===== config.mk =====
export PLATFORM = sky130hd
export DESIGN_NAME = gf180mcu_fd_sc_mcu9t5v0__pswseq_4_flat
export DESIGN_NICKNAME = d
export VERILOG_FILES = /design/src/rtl/gf180mcu_fd_sc_mcu9t5v0__pswseq_4_if.sv /design/src/rtl/gf180mcu_fd_sc_mcu9t5v0__pswseq_4.sv /design/src/flat_wrapper.sv
export SDC_FILE = /design/constraint.sdc
export NUM_CORES = 1
export LEC_CHECK = 0
export ABC_AREA = 1
export BUFFER_PORTS_ARGS = -buffer_cell sky130_fd_sc_hd__buf_2
export CAP_MARGIN = 20
export CORE_UTILIZATION = 52
export DETAILED_ROUTE_END_ITERATION = 16
export GPL_TIMING_DRIVEN = 0
export MAX_ROUTING_LAYER = met4
export PLACE_DENSITY = 0.73
export SLEW_MARGIN = 40
export SYNTH_ARGS = -nofsm -noshare
export SYNTH_HDL_FRONTEND = slang
export SYNTH_SLANG_ARGS = --single-unit
export TNS_END_PERCENT = 5

===== constraint.sdc =====
create_clock -name CLK -period 3.8 [get_ports CLK]
set_input_delay 0.38 -clock CLK [delete_from_list [all_inputs] [get_ports CLK]]
set_output_delay 0.38 -clock CLK [all_outputs]
set_load 0.005 [all_outputs]

===== src/rtl/gf180mcu_fd_sc_mcu9t5v0__pswseq_4_if.sv =====
// Power-request / switch-enable bundle between the always-on
// controller and the header-switch sequencer.
interface gf180mcu_fd_sc_mcu9t5v0__pswseq_4_if #(
    parameter int NSW = 4
);
    logic           EN;
    logic [NSW-1:0] SWEN;
    logic           ACK;
    logic           BUSY;

    modport master (
        output EN,
        input  SWEN,
        input  ACK,
        input  BUSY
    );

    modport slave (
        input  EN,
        output SWEN,
        output ACK,
        output BUSY
    );
endinterface


===== src/rtl/gf180mcu_fd_sc_mcu9t5v0__pswseq_4.sv =====
// Power-switch enable sequencer: ramps a thermometer-coded header
// enable one stage every STEP cycles and acks once fully settled.
module gf180mcu_fd_sc_mcu9t5v0__pswseq_4 #(
    parameter int NSW  = 4,
    parameter int STEP = 8
) (
`ifdef USE_POWER_PINS
    inout wire VDD,
    inout wire VSS,
`endif
    input logic CLK,
    input logic RN,
    gf180mcu_fd_sc_mcu9t5v0__pswseq_4_if.slave sw
);
    localparam int CW = (STEP > 1) ? $clog2(STEP) : 1;

    typedef enum logic [1:0] {
        OFF  = 2'd0,
        UP   = 2'd1,
        ON   = 2'd2,
        DOWN = 2'd3
    } state_t;

    state_t         state, state_n;
    logic [CW-1:0]  cnt, cnt_n;
    logic [NSW-1:0] swen, swen_n;
    logic [NSW-1:0] stage_up, stage_dn;
    logic           last, full, empty;

    // Shifting keeps the code thermometer: one bit per stage edge.
    assign stage_up = (swen << 1) | NSW'(1);
    assign stage_dn = swen >> 1;
    assign last     = (cnt == CW'(STEP - 1));
    assign full     = &swen;
    assign empty    = ~|swen;

    always_ff @(posedge CLK or negedge RN) begin
        if (!RN) begin
            state <= OFF;
            cnt   <= '0;
            swen  <= '0;
        end else begin
            state <= state_n;
            cnt   <= cnt_n;
            swen  <= swen_n;
        end
    end

    always_comb begin
        state_n = state;
        cnt_n   = cnt;
        swen_n  = swen;
        unique case (state)
            OFF: begin
                if (sw.EN) begin
                    state_n = UP;
                    swen_n  = stage_up;
                    cnt_n   = '0;
                end
            end
            UP: begin
                if (!sw.EN) begin
                    state_n = DOWN;
                    swen_n  = stage_dn;
                    cnt_n   = '0;
                end else if (last) begin
                    if (full) state_n = ON;
                    else      swen_n  = stage_up;
                    cnt_n = '0;
                end else begin
                    cnt_n = cnt + CW'(1);
                end
            end
            ON: begin
                if (!sw.EN) begin
                    state_n = DOWN;
                    swen_n  = stage_dn;
                    cnt_n   = '0;
                end
            end
            DOWN: begin
                if (sw.EN) begin
                    state_n = UP;
                    swen_n  = stage_up;
                    cnt_n   = '0;
                end else if (last) begin
                    if (empty) state_n = OFF;
                    else       swen_n  = stage_dn;
                    cnt_n = '0;
                end else begin
                    cnt_n = cnt + CW'(1);
                end
            end
            default: state_n = OFF;
        endcase
    end

    always_comb begin
        sw.SWEN = swen;
        sw.ACK  = (state == ON);
        sw.BUSY = (state == UP) || (state == DOWN);
    end
endmodule


===== src/flat_wrapper.sv =====
// flat-port wrapper written by rule: the top's interface ports become plain ports
module gf180mcu_fd_sc_mcu9t5v0__pswseq_4_flat 
#(
    parameter int NSW  = 4,
    parameter int STEP = 8
)
  (CLK, RN, sw_EN, sw_SWEN, sw_ACK, sw_BUSY);
  gf180mcu_fd_sc_mcu9t5v0__pswseq_4_if #(.NSW(NSW)) sw_i ();
  input logic CLK;
  input logic RN;
  input wire logic [$bits(sw_i.EN)-1:0] sw_EN;
  output wire logic [$bits(sw_i.SWEN)-1:0] sw_SWEN;
  output wire logic [$bits(sw_i.ACK)-1:0] sw_ACK;
  output wire logic [$bits(sw_i.BUSY)-1:0] sw_BUSY;
  assign sw_i.EN = sw_EN;
  assign sw_SWEN = sw_i.SWEN;
  assign sw_ACK = sw_i.ACK;
  assign sw_BUSY = sw_i.BUSY;
  gf180mcu_fd_sc_mcu9t5v0__pswseq_4 #(.NSW(NSW), .STEP(STEP)) u_core (.CLK(CLK), .RN(RN), .sw(sw_i));
endmodule

==> reports/metrics.csv, run 1 <==
stage,metric,value,unit
outcome,run_status,"complete, no violations",
yosys,synth.net_count,107,
yosys,syn-mean-instance-area,7.09,sq um
timing,worst_slew_margin_rel,0.856,
power_and_ir_drop,power_density,758,nW/um^2
critical_path,cp_common_cell,sky130_fd_sc_hd__inv_1,
yosys,synthCells,97,
route,drt-pass1-iter-count,4,
layout,area.sequential,225,sq um
floorplanning,core_region_area,1170,sq um
timing,worst_clock_skew,3.03,ps
floorplanning,cell_rows,12,
cts,cts_hold_buf,1,
route,drt.antenna.violating_nets,0,
timing,total_of_endpoints_with_negative_setup_slack_in_the_final_report,0,
critical_path,crit_slowest_cell,sky130_fd_sc_hd__dfrtp_1,
critical_path,critical_path_required,3420,ps
global_routing,grt_overflow,0,
global_routing,grt_pass1_wl,2190,microns
floorplanning,die_width,38.4,microns
cts,cts_tree,done,
critical_path,timing_worst_setup_path_type,flop to output port,
route,via_count,638,
floorplanning,floorplan.initialDensity,0.588,
cts,cts.clk_slew.worst_paths,70,ps
yosys,yosysTopAreaCellShare,0.327,
layout,n_fill_cell,103,
cts,cts_repair_resize_count,0,
cts,cts_inserted_buffers,3,
power_and_ir_drop,worst_ir_drop_vdd,0.371,mV
route,routed_wire_length,1390,microns
yosys,yosys-top-cells-count,"34 x sky130_fd_sc_hd__nand2_1, 13 x sky130_fd_sc_hd__inv_1, 9 x sky130_fd_sc_hd__dfrtp_1, 9 x sky130_fd_sc_hd__nor2_1, 8 x sky130_fd_sc_hd__nand3_1",
power_and_ir_drop,power_leakage,0.459,nW
layout,layout_overhead_on_the_synthesized_area,13.6,%
global_routing,global_route_hottest_layer,met2,
global_routing,grt_use_met3,0.0523,
cts,clock_tree.htree_level_count,1,
route,drt-initial-drc-count,13,
global_routing,met2_usage,0.335,
yosys,synth.ff_latch_count,9,
cts,clk_buf_depth,2,
critical_path,worstReg2RegStart,u_core.state[0]$_DFFE_PN0P_,
global_routing,global_route.usage.met1,0.302,
route,wire_per_inst,11.2,microns
timing,totalNegativeSetupSlack,0,ps
place,port-buffer-count,8,
cts,post-cts-setup-buffer-count,0,
timing,timing.final.crit_period,1640,ps
route,drc,0,
yosys,yosysSeqAreaShare,0.327,
layout,multi_input_area,414,sq um
cts,numClockSinks,9,
floorplanning,io_pins,9,
place,place.gp.congestion,0.840,
global_routing,overall_global_routing_resource_usage,0.226,
route,drt-vias-per-instance,5.15,
timing,max_clock_freq,608,MHz
hold_path,timing.hold.worst.class,primary input to asynchronous set/reset pin,
global_routing,grt_max_degree,10,
layout,layout_nets,121,
critical_path,crit_start,u_core.state[1]$_DFFE_PN0P_,
power_and_ir_drop,power,0.000593,W
critical_path,crit_fanout,4,
yosys,ys.warnings.count,0,
floorplanning,die_height,38.4,microns
global_routing,via_count_of_the_first_global_routing_pass,550,
yosys,number_of_flops_mapped_to_enable_cells_by_yosys,0,
yosys,synth.area.top_cells,"sky130_fd_sc_hd__dfrtp_1 33%, sky130_fd_sc_hd__nand2_1 19%, sky130_fd_sc_hd__ha_1 13%",
yosys,synth_cell_types,16,
critical_path,crit_path_start_kind,flop,
cts,clkLatencyLatePin,280,ps
flow_run,maxCapViolations,0,
global_routing,antenna_found_initial,0,
timing,share_of_the_clock_period_used_by_the_worst_path_after_layout,0.433,
layout,drive_gt1_frac,0.145,
timing,count_of_endpoints_failing_hold_in_the_final_timing_report,0,
critical_path,setup.worst_path.end_class,output port,
timing,finalMaxSlewViolations,0,
cts,ctsRootBufferMaster,sky130_fd_sc_hd__clkbuf_4,
critical_path,worstPathArrival,1260,ps
critical_path,critical_path.cell_chain,"inv_1, ha_1, inv_1, nand2_1, buf_2",
floorplanning,fp.dieArea,1470,sq um
timing,max_slew.worst_pin.slew,215,ps
yosys,synthesis.area,688,sq um
timing,rsz0062_at_grt,false,
yosys,async_flop_share,1.00,
yosys,post-synth-top-count-cell,sky130_fd_sc_hd__nand2_1,
place,dpl.hpwl,1070,microns
layout,n_antenna_cell,0,
yosys,yosys_top_cell_by_area,sky130_fd_sc_hd__dfrtp_1,
critical_path,critPathMaxStageDelay,400,ps
yosys,ys.flop_type,sky130_fd_sc_hd__dfrtp_1,
-- logic make-up after synthesis --
kind of cell	synth area share
flops	0.327
buf+inv	0.0709
fa+ha+maj	0.127
compound gates	0.0745
simple gates	0.400
-- layer usage --
metal	vias up	routed length [microns]
met5	-	0
met2	9	571
met3	3	50
met4	0	21
met1	290	742
li1	336	-
-- cells in the final DEF (no fill, tap or decap), drive strengths merged --
cell         netlist  layout
ha                 7       7
inv               13      13
o21bai             2       2
a31oi              1       1
nor2              10      10
nand3             10      10
o21ai              6       6
dlygate4sd3        0       1
clkbuf             0       4
nor3               1       1
nand2             36      36
dfrtp              9       9
buf                0       8
nand4              2       2
-- state kept, by name, indices dropped and copies added, names as in the netlist --
name / count
u_core.state: 2
u_core.cnt: 3
u_core.sw.SWEN: 4
-- critical path: cells and delay by family, from the launching register on --
kind / cells / cell delay [ps]
flip-flops: 1 / 400
buffers and inverters: 3 / 280
adder cells (fa/ha/maj): 1 / 230
AND/OR/NAND/NOR: 1 / 70
-- final cells by class --
cell class                      instances  share of cell area
Multi-Input combinational cell         75               0.530
Sequential cell                         9               0.288
Timing Repair Buffer                    9              0.0640
Inverter                               13              0.0624
Clock buffer                            4              0.0336
Tap cell                               14              0.0224
-- report_power, final --
part | internal [W] | total, W | switching [W]
registers | 0.000133 | 0.000168 | 0.0000351
logic | 0.000131 | 0.000343 | 0.000212
clock network | 0.0000408 | 0.0000824 | 0.0000415
total | 0.000304 | 0.000593 | 0.000289
-- metrics by stage --
step	instance area, sq um	worst slack [ps]	hold WS (ps)	cells	util
global route	782	2080	522	124	0.668
global placement	746	2280	246	119	0.637
detailed placement	746	2270	248	119	0.637
floorplan	688	2410	84.4	97	-
finish	782	2160	477	124	0.668
CTS	782	2170	498	124	0.668
-- path summary, 6_finish.rpt --
kind	end	slack, ps	cells past startpoint
setup / recovery	sw_BUSY	2160	5
hold reg to reg	u_core.cnt[1]$_DFFE_PN0P_	530	2
max in group asynchronous	u_core.state[1]$_DFFE_PN0P_	3140	2
min in group CLK	u_core.cnt[1]$_DFFE_PN0P_	530	2
setup reg to reg	u_core.sw.SWEN[1]$_DFFE_PN0P_	2260	8
hold / removal	u_core.cnt[0]$_DFFE_PN0P_	480	2
Note: power is estimated with default switching activity, not from simulation.
==> run 2: changes to the inputs <==
--- a/config.mk
+++ b/config.mk
@@ -8,11 +8,11 @@
 export ABC_AREA = 1
 export BUFFER_PORTS_ARGS = -buffer_cell sky130_fd_sc_hd__buf_2
 export CAP_MARGIN = 20
-export CORE_UTILIZATION = 52
+export CORE_UTILIZATION = 49
 export DETAILED_ROUTE_END_ITERATION = 16
 export GPL_TIMING_DRIVEN = 0
 export MAX_ROUTING_LAYER = met4
-export PLACE_DENSITY = 0.73
+export PLACE_DENSITY = 0.72
 export SLEW_MARGIN = 40
 export SYNTH_ARGS = -nofsm -noshare
 export SYNTH_HDL_FRONTEND = slang
==> constraint.sdc (replaced) <==
create_clock -name CLK -period 1.4 [get_ports CLK]
set_input_delay 0.14 -clock CLK [delete_from_list [all_inputs] [get_ports CLK]]
set_output_delay 0.14 -clock CLK [all_outputs]
set_load 0.005 [all_outputs]
==> run 2 against run 1 <==
Compared with the run above:
- the flow now finishes with violations (negative setup slack)
- clock power up 150%
- global-route usage up 2.6 points
- register-to-register slack worse by 2400 ps
- sequential cell count unchanged
- sequential power rose to 3.0 times the previous value
- design area up 19%
- count of clock-buffer cells in the layout unchanged
- die area up 5.8%
- sequential share of layout area down 4.4 points
- clock skew up 4.9 ps
==> reports/metrics.csv, run 2 (synthesized netlist as in run 1, its figures left out) <==
stage,metric,value,unit
global_routing,via_count_of_the_first_global_routing_pass,611,
timing,max_slew.worst_pin.slew,231,ps
layout,final_core_util,0.714,
global_routing,grt_max_degree,10,
timing,worst_clock_skew,7.88,ps
global_routing,antenna_found_initial,0,
route,wire_per_inst,13.6,microns
power_and_ir_drop,intPower,0.00103,W
global_routing,overall_global_routing_resource_usage,0.252,
cts,ctsRootBufferMaster,sky130_fd_sc_hd__clkbuf_4,
power_and_ir_drop,p_seq_frac,0.245,
layout,most_frequent_standard_cell_in_the_layout_excluding_fill_and_tap_cells,sky130_fd_sc_hd__nand2_1,
cts,numClockSinks,9,
hold_path,timing.hold.worst.class,primary input to asynchronous set/reset pin,
critical_path,crit_start,u_core.state[1]$_DFFE_PN0P_,
power_and_ir_drop,power.share.combinational,0.654,
route,drt-pass1-iter-count,4,
timing,worst_slew_margin_rel,0.846,
floorplanning,fp.dieArea,1560,sq um
flow_run,maxCapViolations,0,
critical_path,rrSetupSlack,-100,ps
place,dpl.hpwl,1070,microns
route,via_count,679,
timing,finalMaxSlewViolations,0,
outcome,failed_checks,negative setup slack,
power_and_ir_drop,worst_ir_drop_vdd,1.19,mV
floorplanning,core_region_area,1300,sq um
timing,max_clock_freq,665,MHz
critical_path,critical_path.cell_chain,"buf_4, ha_4, inv_1, nor2_1, nand3_1, nand2_4, nor2_4, nand2_1, nand2_1",
layout,layout_overhead_on_the_synthesized_area,35.1,%
critical_path,setup.worst_path.end,u_core.sw.SWEN[1]$_DFFE_PN0P_,
timing,rsz0062_at_grt,true,
power_and_ir_drop,power_density,2190,nW/um^2
route,drc,0,
layout,layout_nets,126,
route,drt.antenna.violating_nets,0,
timing,timing.final.crit_period,1500,ps
place,port-buffer-count,8,
global_routing,grt_pass1_wl,2460,microns
cts,cts_inserted_buffers,3,
power_and_ir_drop,clock_power_share,0.101,
critical_path,critical_path_required,1540,ps
cts,cts.clk_slew.worst_paths,70,ps
layout,drive_gt1_frac,0.357,
critical_path,critPathMaxStageDelay,400,ps
critical_path,worstPathArrival,1650,ps
place,place.gp.congestion,0.803,
critical_path,worstReg2RegStart,u_core.state[1]$_DFFE_PN0P_,
critical_path,worst-r2r-cell-count,9,
cts,cts_tree,done,
timing,setup_slack,-104,ps
critical_path,crit_fanout,5,
route,drt-vias-per-instance,5.22,
layout,most_frequent_cells_in_the_layout,"31 x sky130_fd_sc_hd__nand2_1, 8 x sky130_fd_sc_hd__inv_1, 8 x sky130_fd_sc_hd__buf_2, 8 x sky130_fd_sc_hd__dfrtp_1, 7 x sky130_fd_sc_hd__nor2_1",
floorplanning,floorplan.initialDensity,0.529,
place,place_worst_setup_slack,-155,ps
critical_path,timing_worst_setup_path_type,flop to flop,
critical_path,setup.worst_path.end_class,flop,
layout,n_antenna_cell,0,
floorplanning,io_pins,9,
critical_path,r2r-end,u_core.sw.SWEN[1]$_DFFE_PN0P_,
critical_path,crit_path_start_kind,flop,
outcome,run_status,"finished, violations left",
timing,share_of_the_clock_period_used_by_the_worst_path_after_layout,1.07,
timing,count_of_endpoints_failing_hold_in_the_final_timing_report,0,
critical_path,crit_slowest_cell,sky130_fd_sc_hd__dfrtp_1,
cts,clk_buf_depth,2,
global_routing,grt_overflow,0,
floorplanning,cell_rows,13,
power_and_ir_drop,net-switching-power,0.00101,W
timing,total_of_endpoints_with_negative_setup_slack_in_the_final_report,7,
cts,clkLatencyLatePin,260,ps
route,routed_wire_length,1770,microns
layout,flip_flop_count_of_the_largest_register_after_layout,4,
cts,clock_tree.htree_level_count,1,
floorplanning,die_height,39.5,microns
power_and_ir_drop,power_leakage,0.493,nW
power_and_ir_drop,sw_frac_of_total,0.495,
route,drt-initial-drc-count,16,
critical_path,cp_common_cell,sky130_fd_sc_hd__nand2_1,
floorplanning,die_width,39.5,microns
## run 2: cell types whose count changed in the layout (fill, tap and decap cells not counted), sizes merged
| cell | before | now |
|---|---|---|
| buf | 8 | 13 |
## run 2: how the worst min path moves through the flow
stage,from,end,slack (ps),cells after the start
final,RN,u_core.sw.SWEN[2]$_DFFE_PN0P_,260,2
after global routing,RN,u_core.sw.SWEN[2]$_DFFE_PN0P_,290,2
after CTS,RN,u_core.sw.SWEN[2]$_DFFE_PN0P_,260,2
after detailed placement,RN,u_core.sw.SWEN[3]$_DFFE_PN0P_,7,1
after global placement,RN,u_core.sw.SWEN[2]$_DFFE_PN0P_,7,1
after floorplan,RN,u_core.cnt[0]$_DFFE_PN0P_,-160,0
## run 2: critical path: cells and delay by family, from the launching register on
family | cells | cell delay (ps)
simple gates | 6 | 630
buf+inv | 2 | 190
fa+ha+maj | 1 | 150
flops | 1 | 400
## run 2: layer usage
layer / up-vias / track usage / part of all wire
met1: 314 / 0.289 / 0.46
met2: 14 / 0.398 / 0.51
met5: - / - / 0
met4: 0 / 0.129 / 0.0034
li1: 349 / - / -
met3: 2 / 0.0682 / 0.031
## run 2: repair_timing
action | 4_1_cts | 5_1_grt
endpoints found under the setup margin | 7 | 8
hold buffers | 1 | 0
hold endpoints to repair | 9 | 0
pin swaps | 8 | 7
buffers inserted | 4 | 1
resized for setup | 23 | 12
## run 2: through the flow
stage               hold WS [ps]  cells  setup TNS, ps  total power (W)  instance area, sq um
floorplan                   -156     97              0          0.00115                   688
global placement            6.97    120           -506          0.00136                   747
detailed placement          7.23    120           -790          0.00139                   747
CTS                          260    129          -2.58          0.00183                   881
global route                 285    130           -818          0.00222                   930
finish                       258    130           -441          0.00204                   930
## run 2: power groups by stage
| stage | clock (W) | sequential [W] | combinational [W] |
|---|---|---|---|
| global route | 0.000221 | 0.000507 | 0.00149 |
| detailed placement | 0 | 0.000459 | 0.000933 |
| CTS | 0.000210 | 0.000480 | 0.00114 |
| global placement | 0 | 0.000457 | 0.000907 |
| floorplan | 0 | 0.000442 | 0.000703 |
| finish | 0.000205 | 0.000499 | 0.00133 |
## run 2: final cells by class
class,count,area [sq um]
inverters,13,53.8
repair buffers,14,91.3
fillers,95,372
multi-input cells,75,513
clock buffers,4,26.3
well taps,15,18.8
flip-flops and latches,9,226
==> run 3: changes to the inputs <==
--- a/config.mk
+++ b/config.mk
@@ -10,7 +10,6 @@
 export CAP_MARGIN = 20
 export CORE_UTILIZATION = 49
 export DETAILED_ROUTE_END_ITERATION = 16
-export GPL_TIMING_DRIVEN = 0
 export MAX_ROUTING_LAYER = met4
 export PLACE_DENSITY = 0.72
 export SLEW_MARGIN = 40
==> run 3 against run 2 <==
Compared with the run above:
- the run still ends with negative setup slack left
- utilization is 4.0 points higher
- clock power up 5%
- setup slack improved by 30 ps
- sequential share of layout area decreased by 1.3 points
- critical endpoint is now sw_BUSY
- highest routed layer unchanged
==> reports/metrics.csv, run 3 (synthesized netlist as in run 1, its figures left out) <==
stage,metric,value,unit
hold_path,timing.hold.worst.class,primary input to asynchronous set/reset pin,
layout,final-instance-count-excl-fill,136,
timing,max_slew.worst_pin.slew,223,ps
timing,share_of_the_clock_period_used_by_the_worst_path_after_layout,1.05,
critical_path,path_delay_family,flip-flops,
floorplanning,die_height,39.5,microns
layout,n_fill_cell,88,
critical_path,worst-r2r-cell-count,8,
cts,ctsRootBufferMaster,sky130_fd_sc_hd__clkbuf_4,
power_and_ir_drop,net-switching-power,0.00103,W
global_routing,overall_global_routing_resource_usage,0.254,
cts,cts.clk_slew.worst_paths,70,ps
place,numPlacedInstances,128,
route,routed_wire_length,1790,microns
critical_path,crit_start,u_core.state[1]$_DFFE_PN0P_,
global_routing,global_route_hottest_layer,met2,
floorplanning,io_pins,9,
cts,clock_tree.htree_level_count,1,
critical_path,setup.worst_path.end_class,output port,
critical_path,crit_slowest_cell,sky130_fd_sc_hd__dfrtp_1,
timing,max_clock_freq,678,MHz
layout,n_antenna_cell,0,
timing,worst_slew_margin_rel,0.852,
layout,layout_nets,132,
layout,flip_flop_count_of_the_largest_register_after_layout,4,
cts,cts_inserted_buffers,3,
place,port-buffer-count,8,
cts,numClockSinks,9,
timing,worst_clock_skew,3.49,ps
cts,cts_tree,done,
power_and_ir_drop,power_leakage,0.514,nW
critical_path,critical_path.cell_chain,"buf_4, ha_4, inv_2, nand2_1, buf_2",
global_routing,grt_pass1_wl,2460,microns
global_routing,grt_use_met3,0.0511,
critical_path,r2r-end,u_core.state[1]$_DFFE_PN0P_,
floorplanning,core_region_area,1300,sq um
layout,most_frequent_standard_cell_in_the_layout_excluding_fill_and_tap_cells,sky130_fd_sc_hd__nand2_1,
route,drt.antenna.violating_nets,0,
critical_path,critPathMaxStageDelay,430,ps
global_routing,met2_usage,0.377,
outcome,run_status,"finished, violations left",
critical_path,crit_path_cell_count,5,
floorplanning,cell_rows,13,
power_and_ir_drop,power.share.combinational,0.674,
timing,timing.final.crit_period,1470,ps
timing,rsz0062_at_grt,true,
floorplanning,die_width,39.5,microns
critical_path,worstPathArrival,1330,ps
power_and_ir_drop,intPower,0.00114,W
place,place.gp.congestion,0.814,
cts,clk_buf_depth,2,
route,drt-pass1-iter-count,6,
layout,layout_overhead_on_the_synthesized_area,42.7,%
critical_path,critical_path_required,1260,ps
global_routing,grt_overflow,0,
global_routing,grt_max_degree,10,
global_routing,global_route.usage.met1,0.336,
route,via_count,724,
route,drt-vias-per-instance,5.32,
route,drc,0,
critical_path,critical_path_buf_inv_count,3,
critical_path,rrSetupSlack,-70,ps
route,drt-initial-drc-count,19,
place,dpl.hpwl,1180,microns
critical_path,crit_fanout,4,
route,wire_per_inst,13.2,microns
timing,totalNegativeSetupSlack,-266,ps
outcome,failed_checks,negative setup slack,
timing,setup_slack,-74.1,ps
global_routing,antenna_found_initial,0,
global_routing,via_count_of_the_first_global_routing_pass,556,
layout,drive_gt1_frac,0.413,
timing,finalMaxSlewViolations,0,
critical_path,setup.worst_path.end,sw_BUSY,
power_and_ir_drop,worst_ir_drop_vdd,1.28,mV
critical_path,crit_path_start_kind,flop,
floorplanning,fp.dieArea,1560,sq um
critical_path,timing_worst_setup_path_type,flop to output port,
critical_path,worstReg2RegStart,u_core.state[1]$_DFFE_PN0P_,
layout,most_frequent_cells_in_the_layout,"31 x sky130_fd_sc_hd__nand2_1, 10 x sky130_fd_sc_hd__buf_4, 8 x sky130_fd_sc_hd__dfrtp_1, 7 x sky130_fd_sc_hd__buf_2",
power_and_ir_drop,sw_frac_of_total,0.474,
power_and_ir_drop,p_seq_frac,0.226,
timing,total_of_endpoints_with_negative_setup_slack_in_the_final_report,7,
flow_run,maxCapViolations,0,
timing,finalHoldWorstSlack,249,ps
cts,clkLatencyLatePin,280,ps
floorplanning,floorplan.initialDensity,0.529,
power_and_ir_drop,clock_power_share,0.100,
timing,count_of_endpoints_failing_hold_in_the_final_timing_report,0,
power_and_ir_drop,power_density,2210,nW/um^2
place,place_worst_setup_slack,-53.8,ps
[run 3: cell count changes in the layout (fill, tap and decap cells not counted), sizes merged]
cell / before / now
buf: 13 / 19
[run 3: worst min path at each step]
stage	from	endpoint	slack, ps	cells past startpoint
detailed placement	RN	u_core.sw.SWEN[2]$_DFFE_PN0P_	8	1
CTS	RN	u_core.sw.SWEN[3]$_DFFE_PN0P_	250	2
global placement	RN	u_core.sw.SWEN[3]$_DFFE_PN0P_	5	1
floorplan	RN	u_core.cnt[0]$_DFFE_PN0P_	-160	0
finish	RN	u_core.sw.SWEN[2]$_DFFE_PN0P_	250	2
global route	RN	u_core.sw.SWEN[2]$_DFFE_PN0P_	290	2
[run 3: layer usage]
| layer | wire length, microns | up-vias | share of wire |
|---|---|---|---|
| met5 | 0 | - | 0 |
| met4 | 26 | 0 | 0.015 |
| met3 | 83 | 5 | 0.046 |
| met2 | 909 | 18 | 0.51 |
| met1 | 772 | 340 | 0.43 |
| li1 | - | 361 | - |
[run 3: timing repair]
item | in CTS | in global routing
pin swaps | 8 | 12
endpoints found under the setup margin | 7 | 10
resized for setup | 18 | 20
hold endpoints to repair | 9 | 0
hold buffers | 1 | 0
setup buffers | 1 | 2
[run 3: power by group through the flow]
stage	clock, W	sequential [W]	combinational [W]
6_report	0.000216	0.000489	0.00146
5_1_grt	0.000233	0.000495	0.00161
4_1_cts	0.000216	0.000471	0.00120
3_5_place_dp	0	0.000457	0.00107
3_3_place_gp	0	0.000453	0.00105
2_1_floorplan	0	0.000442	0.000703
[run 3: cell type report]
| cell class | instances | area (sq um) | area share |
|---|---|---|---|
| Tap cell | 15 | 18.8 | 0.0191 |
| Multi-Input combinational cell | 75 | 514 | 0.524 |
| Sequential cell | 9 | 226 | 0.231 |
| Timing Repair Buffer | 20 | 143 | 0.145 |
| Clock buffer | 4 | 26.3 | 0.0268 |
| Inverter | 13 | 53.8 | 0.0548 |
[run 3: worst reg2reg max path, delay by kind of cell, from the launching register on]
family / cells / cell delay (ps)
AO/OA/AOI/OAI: 1 / 200
AND/OR/NAND/NOR: 4 / 320
buffers and inverters: 2 / 240
adder cells (fa/ha/maj): 1 / 170
flip-flops: 1 / 430
[run 3: through the flow]
stage | total power (W) | util | instance area [sq um]
floorplan | 0.00115 | - | 688
global placement | 0.00150 | 0.620 | 807
detailed placement | 0.00153 | 0.620 | 807
CTS | 0.00189 | 0.689 | 897
global route | 0.00234 | 0.755 | 982
finish | 0.00217 | 0.755 | 982
